===== src/rtl/adf4158_cfg_rx.sv =====
// adf4158_cfg_rx: receives the ADF4158 3-wire configuration stream,
// validates 32-bit frames on the le rising edge and mirrors committed
// words into a 10-slot register bank decoded from the control bits.
module adf4158_cfg_rx (
  input  logic        clk,
  input  logic        rst_n,
  input  logic        sclk,
  input  logic        sdata,
  input  logic        le,
  input  logic        ce,
  output logic [31:0] word,
  output logic        word_valid,
  output logic        frame_err,
  input  logic [3:0]  rd_slot,
  output logic [31:0] rd_data,
  output logic        ramp_en,
  output logic        configured
);

  localparam int NUM_SLOTS = 10;

  // Synchronizer bit positions: {ce, le, sdata, sclk}
  logic [3:0]  sync1_reg;
  logic [3:0]  sync2_reg;
  logic        sclk_d_reg;
  logic        le_d_reg;

  logic        sclk_s;
  logic        sdata_s;
  logic        le_s;
  logic        ce_s;
  logic        sclk_rise;
  logic        le_rise;

  logic [31:0] shift_reg;
  logic [5:0]  bit_cnt_reg;
  logic [31:0] word_reg;
  logic        word_valid_reg;
  logic        frame_err_reg;

  logic [31:0] bank_reg [0:NUM_SLOTS-1];
  logic [NUM_SLOTS-1:0] written_reg;

  logic        commit;
  logic [3:0]  slot_next;

  assign sclk_s  = sync2_reg[0];
  assign sdata_s = sync2_reg[1];
  assign le_s    = sync2_reg[2];
  assign ce_s    = sync2_reg[3];

  assign sclk_rise = sclk_s & ~sclk_d_reg;
  assign le_rise   = le_s & ~le_d_reg;

  // A frame commits only when exactly 32 bits were shifted while powered up
  assign commit = ce_s & le_rise & (bit_cnt_reg == 6'd32);

  // Two-flop synchronizers plus one-cycle-delayed copies for edge detection
  always_ff @(posedge clk or negedge rst_n) begin
    if (!rst_n) begin
      sync1_reg  <= '0;
      sync2_reg  <= '0;
      sclk_d_reg <= 1'b0;
      le_d_reg   <= 1'b0;
    end else begin
      sync1_reg  <= {ce, le, sdata, sclk};
      sync2_reg  <= sync1_reg;
      sclk_d_reg <= sync2_reg[0];
      le_d_reg   <= sync2_reg[2];
    end
  end

  // Shift, bit counting and frame accept/reject; le rise takes priority over a same-cycle shift
  always_ff @(posedge clk or negedge rst_n) begin
    if (!rst_n) begin
      shift_reg      <= '0;
      bit_cnt_reg    <= '0;
      word_reg       <= '0;
      word_valid_reg <= 1'b0;
      frame_err_reg  <= 1'b0;
    end else begin
      word_valid_reg <= 1'b0;
      frame_err_reg  <= 1'b0;
      if (!ce_s) begin
        bit_cnt_reg <= '0;
      end else if (le_rise) begin
        bit_cnt_reg <= '0;
        if (bit_cnt_reg == 6'd32) begin
          word_reg       <= shift_reg;
          word_valid_reg <= 1'b1;
        end else begin
          frame_err_reg  <= 1'b1;
        end
      end else if (sclk_rise && !le_s) begin
        shift_reg <= {shift_reg[30:0], sdata_s};
        if (bit_cnt_reg != 6'd33) begin
          bit_cnt_reg <= bit_cnt_reg + 6'd1;
        end
      end
    end
  end

  // Slot decode: R5 and R6 each own two slots selected by bit 23
  always_comb begin
    slot_next = {1'b0, shift_reg[2:0]};
    case (shift_reg[2:0])
      3'd5:    slot_next = shift_reg[23] ? 4'd6 : 4'd5;
      3'd6:    slot_next = shift_reg[23] ? 4'd8 : 4'd7;
      3'd7:    slot_next = 4'd9;
      default: slot_next = {1'b0, shift_reg[2:0]};
    endcase
  end

  genvar gi;
  generate
    for (gi = 0; gi < NUM_SLOTS; gi = gi + 1) begin : g_slot
      // Per-slot storage; contents survive power-down, written flag does not
      always_ff @(posedge clk or negedge rst_n) begin
        if (!rst_n) begin
          bank_reg[gi]    <= '0;
          written_reg[gi] <= 1'b0;
        end else if (!ce_s) begin
          written_reg[gi] <= 1'b0;
        end else if (commit && (slot_next == gi[3:0])) begin
          bank_reg[gi]    <= shift_reg;
          written_reg[gi] <= 1'b1;
        end
      end
    end
  endgenerate

  // Combinational bank read port; out-of-range indices read as zero
  always_comb begin
    rd_data = '0;
    if (rd_slot < 4'd10) begin
      rd_data = bank_reg[rd_slot];
    end
  end

  assign word       = word_reg;
  assign word_valid = word_valid_reg;
  assign frame_err  = frame_err_reg;
  assign ramp_en    = bank_reg[0][31];
  assign configured = &written_reg;

endmodule


===== config.mk =====
export PLATFORM = sky130hd
export DESIGN_NAME = adf4158_cfg_rx
export DESIGN_NICKNAME = d
export VERILOG_FILES = /design/src/rtl/adf4158_cfg_rx.sv
export SDC_FILE = /design/constraint.sdc
export NUM_CORES = 1
export LEC_CHECK = 0
export ABC_AREA = 1
export ABC_CLOCK_PERIOD_IN_PS = 1750
export CELL_PAD_IN_SITES_DETAIL_PLACEMENT = 0
export CELL_PAD_IN_SITES_GLOBAL_PLACEMENT = 1
export CORE_MARGIN = 2
export CORE_UTILIZATION = 40
export CTS_CLUSTER_SIZE = 30
export DETAILED_ROUTE_END_ITERATION = 8
export GPL_TIMING_DRIVEN = 1
export PLACE_DENSITY_LB_ADDON = 0.08
export RECOVER_POWER = 100
export SETUP_SLACK_MARGIN = 0.2
export SYNTH_ARGS = -nofsm -noshare
export SYNTH_HDL_FRONTEND = slang
export SYNTH_SLANG_ARGS = --single-unit

===== constraint.sdc =====
create_clock -name clk -period 1.75 [get_ports clk]
set_input_delay 0.35 -clock clk [delete_from_list [all_inputs] [get_ports clk]]
set_output_delay 0.35 -clock clk [all_outputs]
set_load 0.05 [all_outputs]

# [Word level (Yosys, flattened, before mapping)]
# Index checks and enable logic that the tools add are counted.
[op_classes] bitwise_logic=8 n_addsub=1 n_reduce_logical=27 muxes=37 magnitude_cmp=2 eq_ne=26
[ops] operator="binary-select mux 32 bit (select 4 bit)" count=1
[ops] operator="2-to-1 mux 32 bit" count=3
[ops] operator="2-to-1 mux 1 bit" count=26
[ops] operator="2-to-1 mux 6 bit" count=4
[ops] operator="AND reduction 2 bit" count=11
[ops] operator="inequality test 2 x 1 -> 1 bit (second input constant)" count=10
[ops] operator="== test 4 x 3 -> 1 bit (second input constant)" count=4
[ops] operator="one-hot mux 4 bit (3 select lines)" count=1
[ops] operator="logical AND 1 bit" count=11
[ops] operator="AND reduction 10 bit" count=1
[ops] operator="== test 3 bit (second input constant)" count=3
[ops] operator="== test 4 x 2 -> 1 bit (second input constant)" count=2
[ops] operator="== test 4 bit (second input constant)" count=2
[ops] operator="adder 6 x 1 -> 6 bit (second input constant)" count=1
[ops] operator="== test 6 bit (second input constant)" count=1
[ops] operator="inequality test 3 x 1 -> 1 bit (second input constant)" count=2
[ops] operator="inequality test 6 bit (second input constant)" count=1
[ops] operator="AND reduction 3 bit" count=2
[ops] operator="greater-or-equal comparator 5 bit (second input constant)" count=1
[ops] operator="NOT 4 -> 5 bit" count=1
[ops] operator="AND 1 bit" count=4
[ops] operator="== test 4 x 1 -> 1 bit (second input constant)" count=1
[ops] operator="logical NOT 4 bit" count=1
[ops] operator="< comparator 4 bit (second input constant)" count=1
[ops] operator="4 further kinds" count=6
[totals] ff_bits=412 in_bits=10

# [Longest topological paths before layout]
# Gate-level depths: netlist of the first run.
[logic_depth] word_depth=7 mapped_depth=9 mapped_depth_nobuf=7

# [Least setup slack after synthesis of the first run]
# OpenSTA, ideal clock, no wires.
[synth_path] path_kind="register -> output" start="register written_reg[8]" end="output port configured" path_slack_ps=-516 required_ps=1400 path_stages_with_launch=3 arrival_ps=1916 cell_sequence="dfrtp_1 nand4_1 nor4_1"
[synth_via] elab_chain_cells=1
[synth_lines] element="start: declaration" line="42" source="logic [NUM_SLOTS-1:0] written_reg;"
[synth_lines] element="start signal: indexed assignment" line="121" source="written_reg[gi] <= 1'b0;"
[synth_lines] element="start signal: indexed assignment" line="123" source="written_reg[gi] <= 1'b0;"
[synth_lines] element="start signal: indexed assignment" line="126" source="written_reg[gi] <= 1'b1;"
[synth_lines] element="AND reduction 10 bit" line="144" source="assign configured = &written_reg;"
[synth_lines] element="end: declaration" line="17" source="output logic configured"
# No other way between the ends.

# [Worst setup path in the final report of the first run]
[layout_path] start="register written_reg[5]" end="output port configured"
# Same word-level chain as after synthesis.

==> summary.md, run 1 <==
| Metric | Value |
|---|---|
| Clk slew on worst S/H paths | 0.06 ns |
| Actual slew at the worst max-slew pin | 0.938 ns |
| Net count of the mapped netlist | roughly 2300 |
| Synthesized-area fraction occupied by ao, oa, aoi and oai cells | about 11% |
| Share of final-layout standard cells stronger than drive strength 1 | a little under half |
| First-pass GRT wire length | roughly 110000 um |
| Pin count of the biggest net entering global routing | between 60 and 70 |
| Minimum clock period after layout | around 2.1 ns |
| Number of antenna violations at the first check in global routing | 0 |
| Largest register FFs | around 320 |
| Number of clock sinks | around 400 |
| Clk buf depth | 3 |
| Final Wtd Congestion | ~0.80 |
| Reg-to-reg critical path startpoint | bit_cnt_reg[0] |
| Final Max Tran Viols | 0 |
| Clock network fraction of design power | ~46% |
| Area growth from synthesis to final layout | 60.4% |
| Overall fraction of global-route tracks in use | approximately 30% |
| Unique masters post-synth | 27 |
| Fillers | roughly 3600 |
| Yosys synthesis warning count | 0 |
| Flops & latches, synth | between 400 and 500 |
| Combinational family with the most area after synthesis | simple AND/OR/NAND/NOR gates |
| Run status | complete, but fails checks |
| Vias after detailed routing | about 17000 |
| Final instance count without filler cells | approximately 3200 |
| Cell types with the largest area share after synthesis | sky130_fd_sc_hd__dfrtp_1, sky130_fd_sc_hd__nand2_1, sky130_fd_sc_hd__nand3_1 |
| Req. time, crit path | about 1.4 ns |
| Portion of total power attributed to combinational logic | 9.5% |
| Period Utilization, post-route | 122% |
| Via count of the first global-routing pass | ~17000 |
| Clock tree root driver cell | sky130_fd_sc_hd__clkbuf_16 |
| Number of H-tree levels | 2 |
| Area share of fa/ha/maj cells after synthesis | less than 1% |
| Maximum fanout count along the critical path | 2 |
| Critical Path Source | written_reg[5] |
| Post-detailed-placement half-perimeter wirelength | ~34000 um |
| Leading area contributor after synthesis | sky130_fd_sc_hd__dfrtp_1 |
| DRC viols | 0 |
| Power dissipated by switching net loads | roughly 5.5 mW |
| Final Hold Viols | 0 |
| Kind of capture point of the worst setup path | output port |
| Die Ht | between 200 and 250 um |
| Effective utilization at floorplan | 40.6% |
| Number of nets with antenna violations after routing | 0 |
| Critical path destination | configured |
| DR iter-0 viols | around 1300 |
| Sequential area share after synthesis | between 50% and 60% |
| Power density relative to cell area | just over 700 nW/um2 |
| Number of cells in the design after placement | 2937 |
| Kind of start point of the critical path | flip-flop |
| Number of buffers inserted during clock tree synthesis | 47 |
| Area of placed instances | about 21000 um2 |
| Worst reg-to-reg path cell count | 13 |
| Final wirelength | 74600 um |
| Hold Path Class | in2reg |
| Predominant post-synthesis flop cell | sky130_fd_sc_hd__dfrtp_1 |
| Clock Latency Late Sink | 0.59 ns |
| Register-to-register setup slack | -0.32 ns |
| RSZ-0062 raised after global routing | true |
| Die Outline Area | 48000 um2 |
| Overall overflow remaining after global route | 0 |
| Mapped cell area | 18500 um2 |
| Total core area | between 40000 and 50000 um2 |
| Net Sw Frac | about 26% |
| Port Buffers | 77 |
| Post-Synth XOR/XNOR Area | 0% |
| Horizontal die dimension | between 200 and 250 um |
| Max-cap check violation count | 0 |
| Clock Skews | around 0.013 ns |
| Pleak | 13.5 nW |
| Total iterations of the first detailed-routing run | 5 |
| Cell Int Power | 16.0 mW |
| Capture instance of the worst register-to-register path | bank_reg[233] |
| Category of the most critical setup path | reg2out |
| Mean Syn Cell Area | 8.08 um2 |
| Io pins | 78 |
| CP arrival | between 1.5 and 2 ns |
| Number of instances in the synthesized netlist | 2292 |
| Post-layout nets | between 2000 and 3000 |
| F_max | 468 MHz |
| Highest ir drop seen on vdd | 0.000714 V |
| Post-route setup slack | -0.388 ns |
| Simple-gate share of the synthesized area | a little under a quarter |
| Relative slew slack | 37.5% |
| Wire per inst | about 23 um |
| CTS tree | built |
| Post-layout instance area | between 20000 and 30000 um2 |
| Total power consumption of the routed design | ~21 mW |
| Proportion of synthesized flip-flops having asynchronous set or reset | between 90% and 100% |
| Average via count per standard cell | ~5.4 |
| Num rows | 78 |
| Violations in the final reports | negative setup slack |
| Final setup fails | between 300 and 400 |
| Share of power burned in registers | roughly 45% |
| Number of flops mapped to enable cells by yosys | 0 |
| Share of cell area taken by muxes after synthesis | 0% |
| Worst Setup Slack post-DPL | -0.318 ns |
| Yosys top cell area share | a little under three fifths |
[cells in the final DEF, fill, tap and decap left out, drive strengths merged]
master / instances
a21oi: 49
a31oi: 1
buf: 338
bufinv: 1
clkbuf: 135
clkinv: 10
dfrtp: 412
diode: 2
dlygate4sd2: 1
dlygate4sd3: 5
ha: 3
inv: 243
nand2: 768
nand3: 192
nand4: 8
nor2: 80
nor3: 6
nor4: 1
o211ai: 7
o21ai: 344
or2: 14
[synth_stat cells (7+ instances only)]
library cell / count
sky130_fd_sc_hd__buf_1: 11
sky130_fd_sc_hd__nand4_1: 8
sky130_fd_sc_hd__o21ai_0: 153
sky130_fd_sc_hd__or2_2: 14
sky130_fd_sc_hd__buf_6: 8
sky130_fd_sc_hd__clkbuf_1: 73
sky130_fd_sc_hd__buf_2: 69
sky130_fd_sc_hd__inv_1: 241
sky130_fd_sc_hd__o211ai_1: 7
sky130_fd_sc_hd__o21ai_1: 191
sky130_fd_sc_hd__nor2_1: 77
sky130_fd_sc_hd__a21oi_1: 32
sky130_fd_sc_hd__nand3_1: 192
sky130_fd_sc_hd__nand2_1: 758
sky130_fd_sc_hd__a21oi_2: 17
sky130_fd_sc_hd__dfrtp_1: 412
[through the flow]
stage / utilization [%] / hold WS (ns) / TNS (ns)
6_report: 65.2 / 0.325 / -87.79
4_1_cts: 58.7 / 0.186 / -51.86
2_1_floorplan: - / 0.0544 / 0
5_1_grt: 65.2 / 0.314 / -130.36
3_5_place_dp: 47.1 / 0.256 / -7.88
3_3_place_gp: 47.1 / 0.259 / -7.75
[critical path, stage by stage, from the launching register on]
cell                      delay [ns]
sky130_fd_sc_hd__dfrtp_1        0.36
sky130_fd_sc_hd__nand4_1        0.21
sky130_fd_sc_hd__nor4_4         0.43
sky130_fd_sc_hd__buf_12         0.19
[power groups by stage]
stage          combinational [mW]  sequential, mW  clock [mW]
3_3_place_gp                 1.83            9.78           0
4_1_cts                      1.96            9.61        9.92
2_1_floorplan               0.886            9.78           0
3_5_place_dp                 1.83            9.78           0
6_report                     2.03            9.62        9.84
5_1_grt                      2.17            9.62        10.3
[kinds of logic (layout without fill, tap and decap cells)]
logic type | count (synthesis) | count (layout)
other | 0 | 2
buffers and inverters | 409 | 733
DFF | 412 | 412
and+or+nand+nor | 1067 | 1069
adders and majority gates | 3 | 3
AOI/OAI and AO/OA | 401 | 401
[final cells by class]
cell class,instances,area [um2],share of cell area (%)
Multi-Input combinational cell,1473,10100,34.1
Clock buffer,75,1430,4.83
Tap cell,600,751,2.53
Antenna cell,2,5.00,0.0169
Sequential cell,412,10300,34.7
Timing Repair Buffer,404,6080,20.5
Inverter,243,917,3.09
Clock inverter,11,80.1,0.270
[routing by layer]
metal	track usage (%)	up-vias	part of all wire, %
li1	-	7907	-
met1	43.2	8829	44
met2	45.6	595	46
met3	5.09	146	6.6
met4	9.91	0	3.5
met5	0	-	0
[how the worst min path moves through the flow]
stage / slack (ns) / to / start / cells after the start
4_1_cts: 0.19 / sync1_reg[3] / ce / 1
3_3_place_gp: 0.26 / word[7] / rst_n / 1
5_1_grt: 0.31 / sync1_reg[2] / le / 1
6_report: 0.32 / sync1_reg[3] / ce / 1
2_1_floorplan: 0.05 / bank_reg[0] / rst_n / 0
3_5_place_dp: 0.26 / word[12] / rst_n / 1
[timing repair]
item	CTS	global route
gates resized for setup	516	613
endpoints found under the setup margin	383	403
setup buffers	63	50
pin swaps	85	58
gates cloned	60	21
hold endpoints to repair	99	0
hold buffers	1	0
Note: power is estimated with default switching activity, not from simulation.
==> inputs of run 2 (changes only) <==
Settings changed: ABC_CLOCK_PERIOD_IN_PS 1750 to 2100.
Clock period 1.75 ns to 2.1 ns, I/O delays scaled along.
==> run 2 against run 1 <==
The run still ends with negative setup slack left. Critical path depth up 3. Non-clock buffer count down 209. Cell count down 6.5%. Via count down 14%. Critical path type unchanged.
==> summary.md, run 2 (same netlist as run 1, synthesis figures left out) <==
| Metric | Value |
|---|---|
| Combined flip-flop and latch cell area | a little over 10000 um2 |
| Portion of total power attributed to combinational logic | 8.3% |
| Pleak | ~11 nW |
| Overall overflow remaining after global route | 0 |
| Fillers | between 4000 and 5000 |
| Cell seen most often among critical-path stages | sky130_fd_sc_hd__nand3_2 |
| Number of H-tree levels | 2 |
| Final Hold Viols | 0 |
| Post-detailed-placement half-perimeter wirelength | 31900 um |
| Most common library cell in the layout ignoring fill and taps | sky130_fd_sc_hd__nand2_1 |
| DR iter-0 viols | 1211 |
| Io pins | 78 |
| Area of the multi-input gates | just over 7000 um2 |
| Final wirelength | 55800 um |
| Share of power burned in registers | about 43% |
| Effective utilization at floorplan | 40.6% |
| Highest ir drop seen on vdd | between 0.0005 and 0.0006 V |
| Req. time, crit path | between 1.5 and 2 ns |
| Actual slew at the worst max-slew pin | 1.07 ns |
| Overall fraction of global-route tracks in use | a little under a quarter |
| Relative slew slack | 28.9% |
| Largest register FFs | about 320 |
| Clk buf depth | 3 |
| Crit-path slowest cell | sky130_fd_sc_hd__dfrtp_1 |
| CTS tree | built |
| Fin Hold WS | between 0.3 and 0.4 ns |
| Clk slew on worst S/H paths | roughly 0.060 ns |
| Wire per inst | 18.5 um |
| Kind of start point of the critical path | flip-flop |
| Ordered list of cells on the worst path | or2_4 > nand3_2 > nand3_2 > nand3_2 > nand2_2 > buf_12 |
| Number of clock sinks | a little over 400 |
| Violations in the final reports | negative setup slack |
| Vias after detailed routing | about 15000 |
| Horizontal die dimension | between 200 and 250 um |
| Period Utilization, post-route | 101% |
| Kind of capture point of the worst setup path | output port |
| Number of buffers inserted during clock tree synthesis | 48 |
| Die Ht | around 220 um |
| Clock Skews | around 0.019 ns |
| Port Buffers | 77 |
| RSZ-0062 raised after global routing | true |
| Power dissipated by switching net loads | approximately 4.4 mW |
| Clock network fraction of design power | slightly below 50% |
| Power density relative to cell area | ~800 nW/um2 |
| CP bufs+invs | 1 |
| Worst Setup Slack post-DPL | -0.220 ns |
| Num rows | 78 |
| Die Outline Area | between 40000 and 50000 um2 |
| Via count of the first global-routing pass | approximately 14000 |
| Clock tree root driver cell | sky130_fd_sc_hd__clkbuf_16 |
| Minimum clock period after layout | ~2.1 ns |
| Number of nets with antenna violations after routing | 0 |
| Stage delay of the slowest cell on the critical path | between 0.3 and 0.4 ns |
| Family with the most delay on the worst path | simple AND/OR/NAND/NOR gates |
| Max-cap check violation count | 0 |
| Area growth from synthesis to final layout | 25.7% |
| Number of antenna violations at the first check in global routing | 0 |
| Final setup fails | 1 |
| Post-layout nets | roughly 2400 |
| Total iterations of the first detailed-routing run | 5 |
| Category of the most critical setup path | reg2out |
| Run status | complete, but fails checks |
| Antenna diodes | 0 |
| F_max | roughly 470 MHz |
| DRC viols | 0 |
| Pin count of the biggest net entering global routing | 74 |
| Post-route setup slack | -0.0116 ns |
| Total core area | between 40000 and 50000 um2 |
| Cell Int Power | ~14 mW |
| Share of final-layout standard cells stronger than drive strength 1 | 17.2% |
| Clock Latency Late Sink | about 0.6 ns |
| CP arrival | approximately 1.7 ns |
| Hold Path Class | reg2reg |
| Final Wtd Congestion | between 0.7 and 0.8 |
| First-pass GRT wire length | 86200 um |
| Maximum fanout count along the critical path | 2 |
| Final Max Tran Viols | 0 |
| Net Sw Frac | 24.0% |
| Average via count per standard cell | around 5 |
| Most frequent cells in the layout | sky130_fd_sc_hd__nand2_1, sky130_fd_sc_hd__dfrtp_1, sky130_fd_sc_hd__o21ai_0 |
## run 2: power by group through the flow
stage,clock (mW),sequential [mW],combinational (mW)
detailed placement,0,8.16,1.38
finish,8.99,8.02,1.54
floorplan,0,8.15,0.648
global route,9.55,8.02,1.67
global placement,0,8.16,1.38
CTS,9.20,8.02,1.53
## run 2: timing repair
item                                   4_1_cts  5_1_grt
hold buffers                                 1        0
setup buffers                                8       13
setup endpoints to repair                   67      269
cloned                                       6        7
endpoints found under the hold margin       21        0
pin swaps                                   48       49
resized for setup                          176       71
## run 2: final timing paths
path	startpoint	endpoint	slack (ns)	depth (start not counted)
max	bank_reg[294]	rd_data[6]	-0.01	6
min	sync1_reg[0]	sync2_reg[0]	0.35	0
max reg2reg	bit_cnt_reg[0]	bank_reg[299]	0.09	9
min reg2reg	sync1_reg[0]	sync2_reg[0]	0.35	0
max in group asynchronous	rst_n	bank_reg[317]	0.25	3
min in group asynchronous	rst_n	word[12]	0.56	2
## run 2: through the flow
stage | cell area, um2 | std cells | TNS (ns) | power [mW] | util (%)
CTS | 23200 | 2990 | -0.180 | 18.8 | 50.9
global placement | 20800 | 2886 | -3.88 | 9.55 | 45.6
detailed placement | 20800 | 2886 | -4.55 | 9.55 | 45.6
global route | 23300 | 3010 | -1.97 | 19.2 | 51.1
finish | 23300 | 3010 | -0.0116 | 18.6 | 51.1
floorplan | 18700 | 2292 | 0 | 8.80 | -
## run 2: area by class of cell
class	instances	share of cell area, %
repair buffers	195	10.4
well taps	600	3.23
inverters	243	3.97
clock buffers	72	6.33
clock inverters	17	1.07
flip-flops and latches	412	44.3
multi-input cells	1471	30.6
## run 2: routing by layer
metal  track usage [%]  wire length, um  vias up
met3              3.09             2500       77
met2              36.2            25100      282
li1                  -                -     7351
met1              34.9            27000     7365
met4              6.08             1190        2
met5                 0               35        -
## run 2: worst register-to-register path, delay by kind of cell (launching register included)
kind	cells	cell delay [ns]
simple gates	4	0.53
compound gates	1	0.09
buf+inv	3	0.71
flops	1	0.41
fa+ha+maj	1	0.14
